File: config.mk
export PLATFORM = sky130hd
export DESIGN_NAME = hamming_secded_rx
export DESIGN_NICKNAME = d
export VERILOG_FILES = /design/src/rtl/hamming_secded_rx.sv
export SDC_FILE = /design/constraint.sdc
export NUM_CORES = 1
export LEC_CHECK = 0
export CORE_ASPECT_RATIO = 0.7
export CORE_MARGIN = 4
export CORE_UTILIZATION = 60
export CTS_BUF_LIST = sky130_fd_sc_hd__clkbuf_16
export DETAILED_ROUTE_END_ITERATION = 10
export MAX_ROUTING_LAYER = met4
export PLACE_DENSITY = 0.85
export REMOVE_ABC_BUFFERS = 1
export SLEW_MARGIN = 20
export SYNTH_ARGS = -nofsm -noshare
export SYNTH_HDL_FRONTEND = slang
export SYNTH_SLANG_ARGS = --single-unit
export TNS_END_PERCENT = 50
File: constraint.sdc
create_clock -name clk -period 7.6 [get_ports clk]
set_input_delay 0.76 -clock clk [delete_from_list [all_inputs] [get_ports clk]]
set_output_delay 0.76 -clock clk [all_outputs]
set_load 0.03 [all_outputs]
File: src/rtl/hamming_secded_rx.sv
// Receive side of the (16,11) extended Hamming link: deserializes frames,
// corrects single errors, flags double errors and keeps saturating stats.
module hamming_secded_rx #(
    parameter bit REQUIRE_SOF = 1'b1,
    parameter int CNT_W       = 8
) (
    input  logic             clk,
    input  logic             rst_n,
    input  logic             din,
    input  logic             din_valid,
    input  logic             sof,
    output logic [10:0]      data_out,
    output logic             data_valid,
    output logic             err_corrected,
    output logic             err_double,
    output logic [3:0]       syndrome,
    output logic [CNT_W-1:0] corr_count,
    output logic [CNT_W-1:0] dbl_count
);

    typedef enum logic {HUNT, COLLECT} state_t;

    state_t            state_q, state_d;
    logic [3:0]        pos_q, pos_d;
    logic [15:0]       shift_q, shift_d;
    logic              done_q, done_d;

    logic              dv_q;
    logic [10:0]       data_q;
    logic              corr_q, dbl_q;
    logic [3:0]        syn_q;
    logic [CNT_W-1:0]  ccnt_q, dcnt_q;

    logic [3:0]        syn_c;
    logic              par_c;
    logic [15:0]       fixed_c;
    logic [10:0]       data_c;
    logic              corr_c, dbl_c;

    // Framing: place each bit at its codeword position; sof always restarts.
    always_comb begin
        state_d = state_q;
        pos_d   = pos_q;
        shift_d = shift_q;
        done_d  = 1'b0;
        if (din_valid) begin
            if (sof) begin
                shift_d[0] = din;
                pos_d      = 4'd1;
                state_d    = COLLECT;
            end else if (state_q == COLLECT) begin
                shift_d[pos_q] = din;
                pos_d          = pos_q + 4'd1;
                done_d         = (pos_q == 4'd15);
            end
        end
    end

    // Decode the completed frame held in the shift register.
    always_comb begin
        syn_c = 4'd0;
        for (int i = 1; i < 16; i++) begin
            if (shift_q[i]) begin
                syn_c = syn_c ^ 4'(i);
            end
        end
        par_c   = ^shift_q;
        fixed_c = shift_q;
        if (syn_c != 4'd0 && par_c) begin
            fixed_c[syn_c] = ~shift_q[syn_c];
        end
        data_c = {fixed_c[15:9], fixed_c[7:5], fixed_c[3]};
        corr_c = par_c;
        dbl_c  = (syn_c != 4'd0) && !par_c;
    end

    // Framing state plus registered decode results and saturating counters.
    always_ff @(posedge clk) begin
        if (!rst_n) begin
            state_q <= REQUIRE_SOF ? HUNT : COLLECT;
            pos_q   <= 4'd0;
            shift_q <= 16'd0;
            done_q  <= 1'b0;
            dv_q    <= 1'b0;
            data_q  <= 11'd0;
            corr_q  <= 1'b0;
            dbl_q   <= 1'b0;
            syn_q   <= 4'd0;
            ccnt_q  <= '0;
            dcnt_q  <= '0;
        end else begin
            state_q <= state_d;
            pos_q   <= pos_d;
            shift_q <= shift_d;
            done_q  <= done_d;
            dv_q    <= done_q;
            if (done_q) begin
                data_q <= data_c;
                corr_q <= corr_c;
                dbl_q  <= dbl_c;
                syn_q  <= syn_c;
                if (corr_c && ccnt_q != '1) begin
                    ccnt_q <= ccnt_q + CNT_W'(1);
                end
                if (dbl_c && dcnt_q != '1) begin
                    dcnt_q <= dcnt_q + CNT_W'(1);
                end
            end
        end
    end

    assign data_out      = data_q;
    assign data_valid    = dv_q;
    assign err_corrected = corr_q;
    assign err_double    = dbl_q;
    assign syndrome      = syn_q;
    assign corr_count    = ccnt_q;
    assign dbl_count     = dcnt_q;

endmodule
==> metrics.cfg, run 1 <==
[placement]
dpl_cell_area_sq_um = 3610
io_buffers = 38
dp_cells = 466
place_congestion = 0.948
dp_hpwl_um = 5410

[detailed_routing]
final_antenna_net_count = 0
wl_per_cell_um = 15.9
drcViolationCount = 0
first_pass_iters = 5
drt-initial-drc-count = 189
viasPerCell = 5.98
vias = 2835
routed_wl_um = 7510

[power_and_ir_drop]
pwr-share-comb_pct = 3.7
p_clk_share_pct = 45.5
p_int_uw = 458
seqPwrFrac_pct = 50.7
ir_drop_uv = 114
switching_share_pct = 21.5
p_sw_uw = 125
power_density_nw_per_um2 = 154
power.leakage_uw = 0.00129

[layout]
fillers = 416
layout.cells.non_filler = 474
synthToLayoutAreaGrowth_pct = 17.3
drive_gt1_share_pct = 7.21
antenna_cells = 0
layout.nets = 412
fin_area_sq_um = 3780

[timing]
worst_clock_skew_ns = 0.00534
drv_slew = 0
fin_crit_ns = 2.97
fin_tns_setup_ns = 0
finalSetupViolCount = 0
finalCritPeriodShare_pct = 39.0
rsz0062_at_grt = false
slew-limit-headroom_pct = 36.6
clock.fmax_ghz = 0.337
finalHoldViolCount = 0
worst-slew-pin-transition_ns = 0.950

[clocking]
numCtsBuffers = 5
tritoncts = built
cts.clk_slew.worst_paths_ns = 0.07
clock-sinks = 56
root_buffer = clkbuf_16
htree_num_levels = 2
hold_buffers = 0
clockBufferDepth = 2
cts-resized-gates = 0
clk_latency_ns = 0.29
post-cts-setup-buffers = 0

[floorplan]
initial_core_util_pct = 61.7
die_w_um = 95.6
die_h_um = 69.3
design.die.area_sq_um = 6630
rows = 22
coreArea_sq_um = 5230
ios = 39

[logic_synthesis]
synth-seq-cells = 56
synthDistinctLibCells = 53
ys.flop_type = dfxtp_1
syn_avg_cell_area_sq_um = 8.69
ys_seq_area_share_pct = 34.8
yosys_warnings = 0
async_reset_ff_share_pct = 0
synth_top_area_cell = dfxtp_1
yosys-top-cells-area = dfxtp_1 (35%), a21oi_1 (4.8%), nor2_1 (4.8%), o21ai_0 (4.5%), xnor2_1 (4.3%)
syn_area_sq_um = 3220
yosys.area.top_type_share_pct = 34.8
syn_inst = 371
synth_edf_count = 0

[flow_run]
drv_cap = 0

[worst_setup_path]
path_max_fanout = 15
critPathLaunch = shift_q[11]
critPathCapture = data_out[1]
worstRegToRegCells = 7
r2r-start = shift_q[11]
cp.arrival_ns = 3.21
r2r_end = data_out[1]
cp.required_ns = 7.84
crit_path_end_kind = register
rrSetupSlack_ns = 4.63
startpoint_type = register
critPathKind = register to register

[global_route]
grt_usage_pct = 24.0
grt_pass1_wl_um = 12500
antenna_found_initial = 0
grt_max_degree = 28
grt_overflow = 0
grt_pass1_vias = 2542

[worst_hold_path]
hold_class = register to register

[outcome]
status = complete, no violations

[Yosys cell counts, drive strengths merged, types with 2 or more instances]
master and n:
inv 10, a31oi 3, maj3 2, ha 6, or3 6, a311o 2
nand4 9, nand2b 4, nand2 36, nor2 41, a21oi 31, xor3 2
buf 6, o211ai 5, nand3 17, a211oi 4, mux2i 10, and3 4
or4 3, a22oi 2, o31ai 3, nor3 10, xor2 16, clkbuf 10
o21ai 30, dfxtp 56, xnor2 25
[worst max-delay path, stage by stage, from the launching register on]
cell and delay (ns):
dfxtp_1 0.57, xnor2_2 0.19, xnor2_4 0.23, xnor2_2 0.38, xor2_2 0.62, nand2_1 0.20, a2111oi_0 0.55, a211o_1 0.17
[final cells by class]
cell class / instances / area [sq um] / area share (%)
Clock buffer: 5 / 125 / 3.31
Clock inverter: 3 / 47.5 / 1.26
Inverter: 10 / 37.5 / 0.992
Multi-Input combinational cell: 289 / 1970 / 52.2
Sequential cell: 56 / 1120 / 29.6
Tap cell: 72 / 90.1 / 2.38
Timing Repair Buffer: 39 / 388 / 10.3
[sequential cells by signal (all words and copies together), names as in the netlist]
name	cells
shift_q	16
data_out	11
corr_count	8
dbl_count	8
pos_q	4
syndrome	4
data_valid	1
done_q	1
err_corrected	1
err_double	1
state_q	1
[stage by stage]
step	util [%]	hold slack [ns]	setup WS, ns	total power, uW
6_report	72.3	0.469	4.63	583
4_1_cts	72.3	0.475	4.69	584
3_5_place_dp	69.0	0.445	4.54	324
5_1_grt	72.3	0.508	4.39	599
2_1_floorplan	-	0.489	5.17	315
3_3_place_gp	69.0	0.446	4.63	323
[cells by family after synthesis]
kind of cell / after synthesis / share of synthesized area [%]
AO/OA/AOI/OAI: 94 / 17.9
multiplexers: 11 / 3.45
AND/OR/NAND/NOR: 132 / 19.3
buffers and inverters: 26 / 4.04
flip-flops: 56 / 34.8
adder cells (fa/ha/maj): 8 / 2.95
XOR/XNOR: 44 / 17.6
[layer usage]
metal	vias up	wire [um]	GRT usage (%)
met5	-	0	-
met3	7	602	4.88
met2	117	3230	33.4
met4	0	49	4.10
li1	1364	-	-
met1	1347	3630	36.4
[worst min-delay path by stage]
stage / start / end / slack, ns / cells after the start
detailed placement: data_out[5] / data_out[5] / 0.45 / 2
global route: err_double / err_double / 0.51 / 2
CTS: data_out[1] / data_out[1] / 0.48 / 1
global placement: data_out[5] / data_out[5] / 0.45 / 2
floorplan: shift_q[4] / shift_q[4] / 0.49 / 2
finish: data_out[1] / data_out[1] / 0.47 / 1
[layout by cell type (no fill, tap or decap), drive strengths merged, types with 4 or more instances in the layout]
cell,n
a211oi,4
a21oi,31
and3,4
clkbuf,5
clkdlybuf4s50,38
dfxtp,56
ha,6
inv,10
mux2i,10
nand2,36
nand2b,4
nand3,17
nand4,9
nor2,41
nor3,10
o211ai,5
o21ai,30
or3,6
xnor2,25
xor2,16
[power by group through the flow]
stage / logic, uW / registers [uW] / clock network [uW]
floorplan: 12.3 / 302 / 0
global placement: 20.5 / 303 / 0
global route: 23.6 / 296 / 280
finish: 21.6 / 296 / 266
CTS: 21.4 / 296 / 267
detailed placement: 20.9 / 303 / 0
Note: power is estimated with default switching activity, not from simulation.
==> run 2, diff against run 1 <==
Settings changed: CORE_UTILIZATION 60 to 56, PLACE_DENSITY 0.85 to 0.8.
Clock period 7.6 ns to 2.9 ns, I/O delays scaled along.
==> metrics.cfg, run 2 (synthesis gave the netlist of run 1 again) <==
[floorplan]
design.die.area_sq_um = 7060  ; +6.4%
die_h_um = 71.5  ; +3.1%
ios = 39  ; unchanged
initial_core_util_pct = 59.8  ; -1.9 points
coreArea_sq_um = 5400  ; +3.2%
die_w_um = 98.7  ; +3.2%
rows = 22  ; unchanged

[layout]
layout_common_cells = dfxtp_1 (56), nor2_1 (41), clkdlybuf4s50_1 (38)
antenna_cells = 0  ; unchanged
regMostFlops = shift_q
layout.nets = 422  ; +2.4%
seq_area_sq_um = 1120  ; unchanged
fillers = 427  ; +2.6%
multiInputGateArea_sq_um = 1970  ; unchanged
largest_register_ffs = 16  ; unchanged
final_common_cell = dfxtp_1
fin_area_sq_um = 3860  ; +2.0%
drive_gt1_share_pct = 9.47  ; +2.3 points
synthToLayoutAreaGrowth_pct = 19.6
utilization_pct = 71.5  ; -0.82 points

[timing]
setup_slack_ns = 0.224  ; -4.41 ns
drv_slew = 0  ; unchanged
fin_tns_setup_ns = 0  ; unchanged
worst-slew-pin-transition_ns = 0.677  ; -0.273 ns
finalSetupViolCount = 0  ; unchanged
worst_clock_skew_ns = 0.00684  ; +0.00150 ns
rsz0062_at_grt = false
clock.fmax_ghz = 0.374  ; +11%
finalCritPeriodShare_pct = 92.3  ; +53 points
fin_crit_ns = 2.68  ; -0.290 ns
slew-limit-headroom_pct = 54.5  ; +18 points
finalHoldViolCount = 0  ; unchanged

[clocking]
post-cts-setup-buffers = 0  ; unchanged
htree_num_levels = 2  ; unchanged
cts.clk_slew.worst_paths_ns = 0.07  ; about the same
hold_buffers = 0  ; unchanged
root_buffer = clkbuf_16
tritoncts = built
cts-resized-gates = 0  ; unchanged
numCtsBuffers = 5  ; unchanged
clockBufferDepth = 2  ; unchanged
clock-sinks = 56  ; unchanged
clk_latency_ns = 0.30  ; about the same

[placement]
dpl_cell_area_sq_um = 3680  ; +2.1%
pre_cts_ws_ns = 0.275  ; -4.27 ns
place_congestion = 0.894  ; -5.7%
io_buffers = 38  ; unchanged
dp_hpwl_um = 5700  ; +5.3%

[worst_setup_path]
cp.arrival_ns = 2.87  ; -0.34 ns
rrSetupSlack_ns = 0.22  ; -4.41 ns
cp.required_ns = 3.09  ; -4.75 ns
crit_path_end_kind = register
critPathKind = register to register
path_max_fanout = 8  ; -7
startpoint_type = register

[detailed_routing]
vias = 2848  ; +0.46%
drt-initial-drc-count = 225  ; +19%
routed_wl_um = 7680  ; +2.2%
viasPerCell = 5.88  ; -1.6%
wl_per_cell_um = 15.9  ; +0.11%
drcViolationCount = 0  ; unchanged
final_antenna_net_count = 0  ; unchanged
first_pass_iters = 5  ; unchanged

[power_and_ir_drop]
ir_drop_uv = 321  ; +180%
total_power_uw = 1540  ; +160%
power_density_nw_per_um2 = 398  ; +160%
power.leakage_uw = 0.00134  ; +3.9%

[global_route]
grt_pass1_vias = 2502  ; -1.6%
grt_pass1_wl_um = 12600  ; +0.66%
grt_usage_pct = 22.6  ; -1.4 points
grt_max_degree = 27  ; -3.6%
antenna_found_initial = 0  ; unchanged
grt_overflow = 0  ; unchanged

[worst_hold_path]
hold_class = register to register

[flow_run]
drv_cap = 0  ; unchanged

[outcome]
status = complete, no violations

-- run 2: area by class of cell --
cell class	count	share of cell area, %
clock inverters	3	1.23
clock buffers	5	3.24
flip-flops and latches	56	29.1
repair buffers	49	12.0
inverters	10	0.973
well taps	72	2.34
multi-input cells	289	51.2
-- run 2: final timing paths --
kind,from,cells after the start,endpoint
max,shift_q[14],7,data_out[1]
min,data_out[2],2,data_out[2]
max reg2reg,shift_q[14],7,data_out[1]
min reg2reg,data_out[2],2,data_out[2]
-- run 2: per-stage QoR --
step	std cells	hold slack, ns
after floorplan	355	0.406
after global placement	476	0.452
after detailed placement	476	0.458
after CTS	484	0.475
after global routing	484	0.502
final	484	0.472
-- run 2: worst max-delay path, stage by stage (launching register included) --
cell       delay (ns)
dfxtp_1          0.38
xnor2_2          0.31
xnor3_1          0.54
xnor2_1          0.58
nor2_1           0.20
nand2_1          0.17
a2111oi_0        0.08
a211o_1          0.30
-- run 2: report_power, final --
| part | switching [uW] | total [uW] | internal, uW | leakage [uW] |
|---|---|---|---|---|
| logic | 40.1 | 61.4 | 21.3 | 0.000803 |
| registers | 3.70 | 775 | 771 | 0.000451 |
| clock network | 290 | 701 | 411 | 0.0000840 |
| total | 334 | 1540 | 1200 | 0.00134 |
-- run 2: routing by layer --
metal  part of all wire [%]  GRT usage [%]
met1                     49           33.2
met4                    1.3           5.61
met5                      0              -
met3                    7.4           3.60
met2                     43           32.5
==> run 3, diff against run 2 <==
Settings changed: REMOVE_ABC_BUFFERS 1 to not set.
==> metrics.cfg, run 3 (synthesis gave the netlist of run 1 again) <==
[worst_setup_path]
path_max_fanout = 11  ; +3
worstPathCellList = xor3_1 -> xnor3_1 -> xor2_1 -> o211ai_2 -> nand4_2 -> or4_1 -> a21oi_1
rrSetupSlack_ns = 0.22  ; about the same
startpoint_type = register
crit_path_end_kind = register
critPathKind = register to register
cp.required_ns = 3.13  ; +0.04 ns
cp.arrival_ns = 2.92  ; +0.05 ns
crit_path_max_incr_delay_ns = 0.54  ; -0.04 ns
cp_slowest_cell = or4_1

[placement]
dp_hpwl_um = 5630  ; -1.2%
io_buffers = 38  ; unchanged
place_congestion = 0.906  ; +1.3%

[timing]
finalSetupViolCount = 0  ; unchanged
worst_clock_skew_ns = 0.00667  ; -0.000168 ns
clock.fmax_ghz = 0.373  ; -0.27%
whs_ns = 0.449  ; -0.0233 ns
finalHoldViolCount = 0  ; unchanged
rsz0062_at_grt = false
finalCritPeriodShare_pct = 92.5  ; +0.25 points
drv_slew = 0  ; unchanged
fin_tns_setup_ns = 0  ; unchanged
fin_crit_ns = 2.68  ; +0.00720 ns
slew-limit-headroom_pct = 58.2  ; +3.7 points
worst-slew-pin-transition_ns = 0.622  ; -0.0550 ns

[clocking]
cts-resized-gates = 0  ; unchanged
clockBufferDepth = 2  ; unchanged
hold_buffers = 0  ; unchanged
post-cts-setup-buffers = 0  ; unchanged
clk_latency_ns = 0.29  ; about the same
root_buffer = clkbuf_16
cts.clk_slew.worst_paths_ns = 0.07  ; about the same
clock-sinks = 56  ; unchanged
tritoncts = built
htree_num_levels = 2  ; unchanged
numCtsBuffers = 5  ; unchanged

[floorplan]
rows = 22  ; unchanged
initial_core_util_pct = 59.8  ; unchanged
die_h_um = 71.5  ; unchanged
ios = 39  ; unchanged
die_w_um = 98.7  ; unchanged
design.die.area_sq_um = 7060  ; unchanged
coreArea_sq_um = 5400  ; unchanged

[layout]
largest_register_ffs = 16  ; unchanged
synthToLayoutAreaGrowth_pct = 20.5
regMostFlops = shift_q
layout_common_cells = dfxtp_1 (56), nor2_1 (41), clkdlybuf4s50_1 (38)
seq_area_sq_um = 1120  ; unchanged
drive_gt1_share_pct = 10.3  ; +0.87 points
antenna_cells = 0  ; unchanged
final_common_cell = dfxtp_1
layout.nets = 426  ; +0.95%
fillers = 431  ; +0.94%
multiInputGateArea_sq_um = 1970  ; unchanged

[global_route]
grt_pass1_vias = 2735  ; +9.3%
grt_usage_pct = 23.1  ; +0.48 points
grt_overflow = 0  ; unchanged
grt_pass1_wl_um = 13000  ; +3.7%
grt_max_degree = 21  ; -22%
antenna_found_initial = 0  ; unchanged

[power_and_ir_drop]
seqPwrFrac_pct = 50.5  ; about the same
power.leakage_uw = 0.00136  ; +1.2%
pwr-share-comb_pct = 4.1  ; about the same
switching_share_pct = 21.5  ; -0.24 points
p_int_uw = 1200  ; +0.12%
ir_drop_uv = 271  ; -16%
p_sw_uw = 329  ; -1.3%
power_density_nw_per_um2 = 395  ; -0.92%
p_clk_share_pct = 45.4  ; -0.2 points

[detailed_routing]
routed_wl_um = 7680  ; about the same
wl_per_cell_um = 15.7  ; -0.85%
vias = 2887  ; +1.4%
final_antenna_net_count = 0  ; unchanged
drt-initial-drc-count = 192  ; -15%
first_pass_iters = 5  ; unchanged
drcViolationCount = 0  ; unchanged
viasPerCell = 5.92  ; +0.54%

[logic_synthesis]
syn-num-nets = 382

[worst_hold_path]
hold_class = register to register

[outcome]
status = complete, no violations

[flow_run]
drv_cap = 0  ; unchanged

==> run 3: cell count changes in the layout (fill, tap and decap cells not counted) <==
cell,before,now
inv_6,0,1
clkinvlp_4,0,1
clkinv_4,2,0
buf_4,11,15
==> run 3: worst paths after layout <==
kind	start	endpoint	depth (start not counted)
max	shift_q[2]	dbl_count[5]	7
min	data_out[2]	data_out[2]	2
max reg2reg	shift_q[2]	dbl_count[5]	7
min reg2reg	data_out[2]	data_out[2]	2
==> run 3: critical path, delay by kind of cell, from the launching register on <==
kind	cells	cell delay, ns
flops	1	0.42
xor+xnor	3	1.05
simple gates	2	0.83
compound gates	2	0.31
==> run 3: cell type report <==
cell class                 count  area share, %
clock buffer                   5           3.22
clock inverter                 3           1.19
inverter                      10          0.966
multi-input combinational    289           50.8
sequential                    56           28.8
tap                           72           2.32
timing repair buffer          53           12.7
==> run 3: power by group through the flow <==
stage / combinational (uW) / clock (uW) / sequential [uW]
after CTS: 61.8 / 702 / 775
after detailed placement: 61.7 / 0 / 793
after global placement: 60.0 / 0 / 793
after global routing: 68.0 / 739 / 776
after floorplan: 38.8 / 0 / 792
final: 62.2 / 697 / 775
==> run 3: routing by layer <==
layer  up-vias  global-route usage [%]  share of wire, %  wire [um]
li1       1403                       -                 -          -
met1      1329                    31.8                45       3490
met2       127                    33.7                44       3380
met3        28                    5.16               8.1        621
met4         0                    7.58               2.4        188
met5         -                       -                 0          0
==> run 3: per-stage QoR <==
stage	std cells	worst slack [ns]	power (uW)	area, sq um	util [%]
after floorplan	371	0.510	831	3220	-
after global placement	480	0.353	853	3710	68.9
after detailed placement	480	0.274	855	3710	68.9
after CTS	488	0.250	1540	3890	72.0
after global routing	488	0.0310	1580	3890	72.0
final	488	0.217	1530	3890	72.0
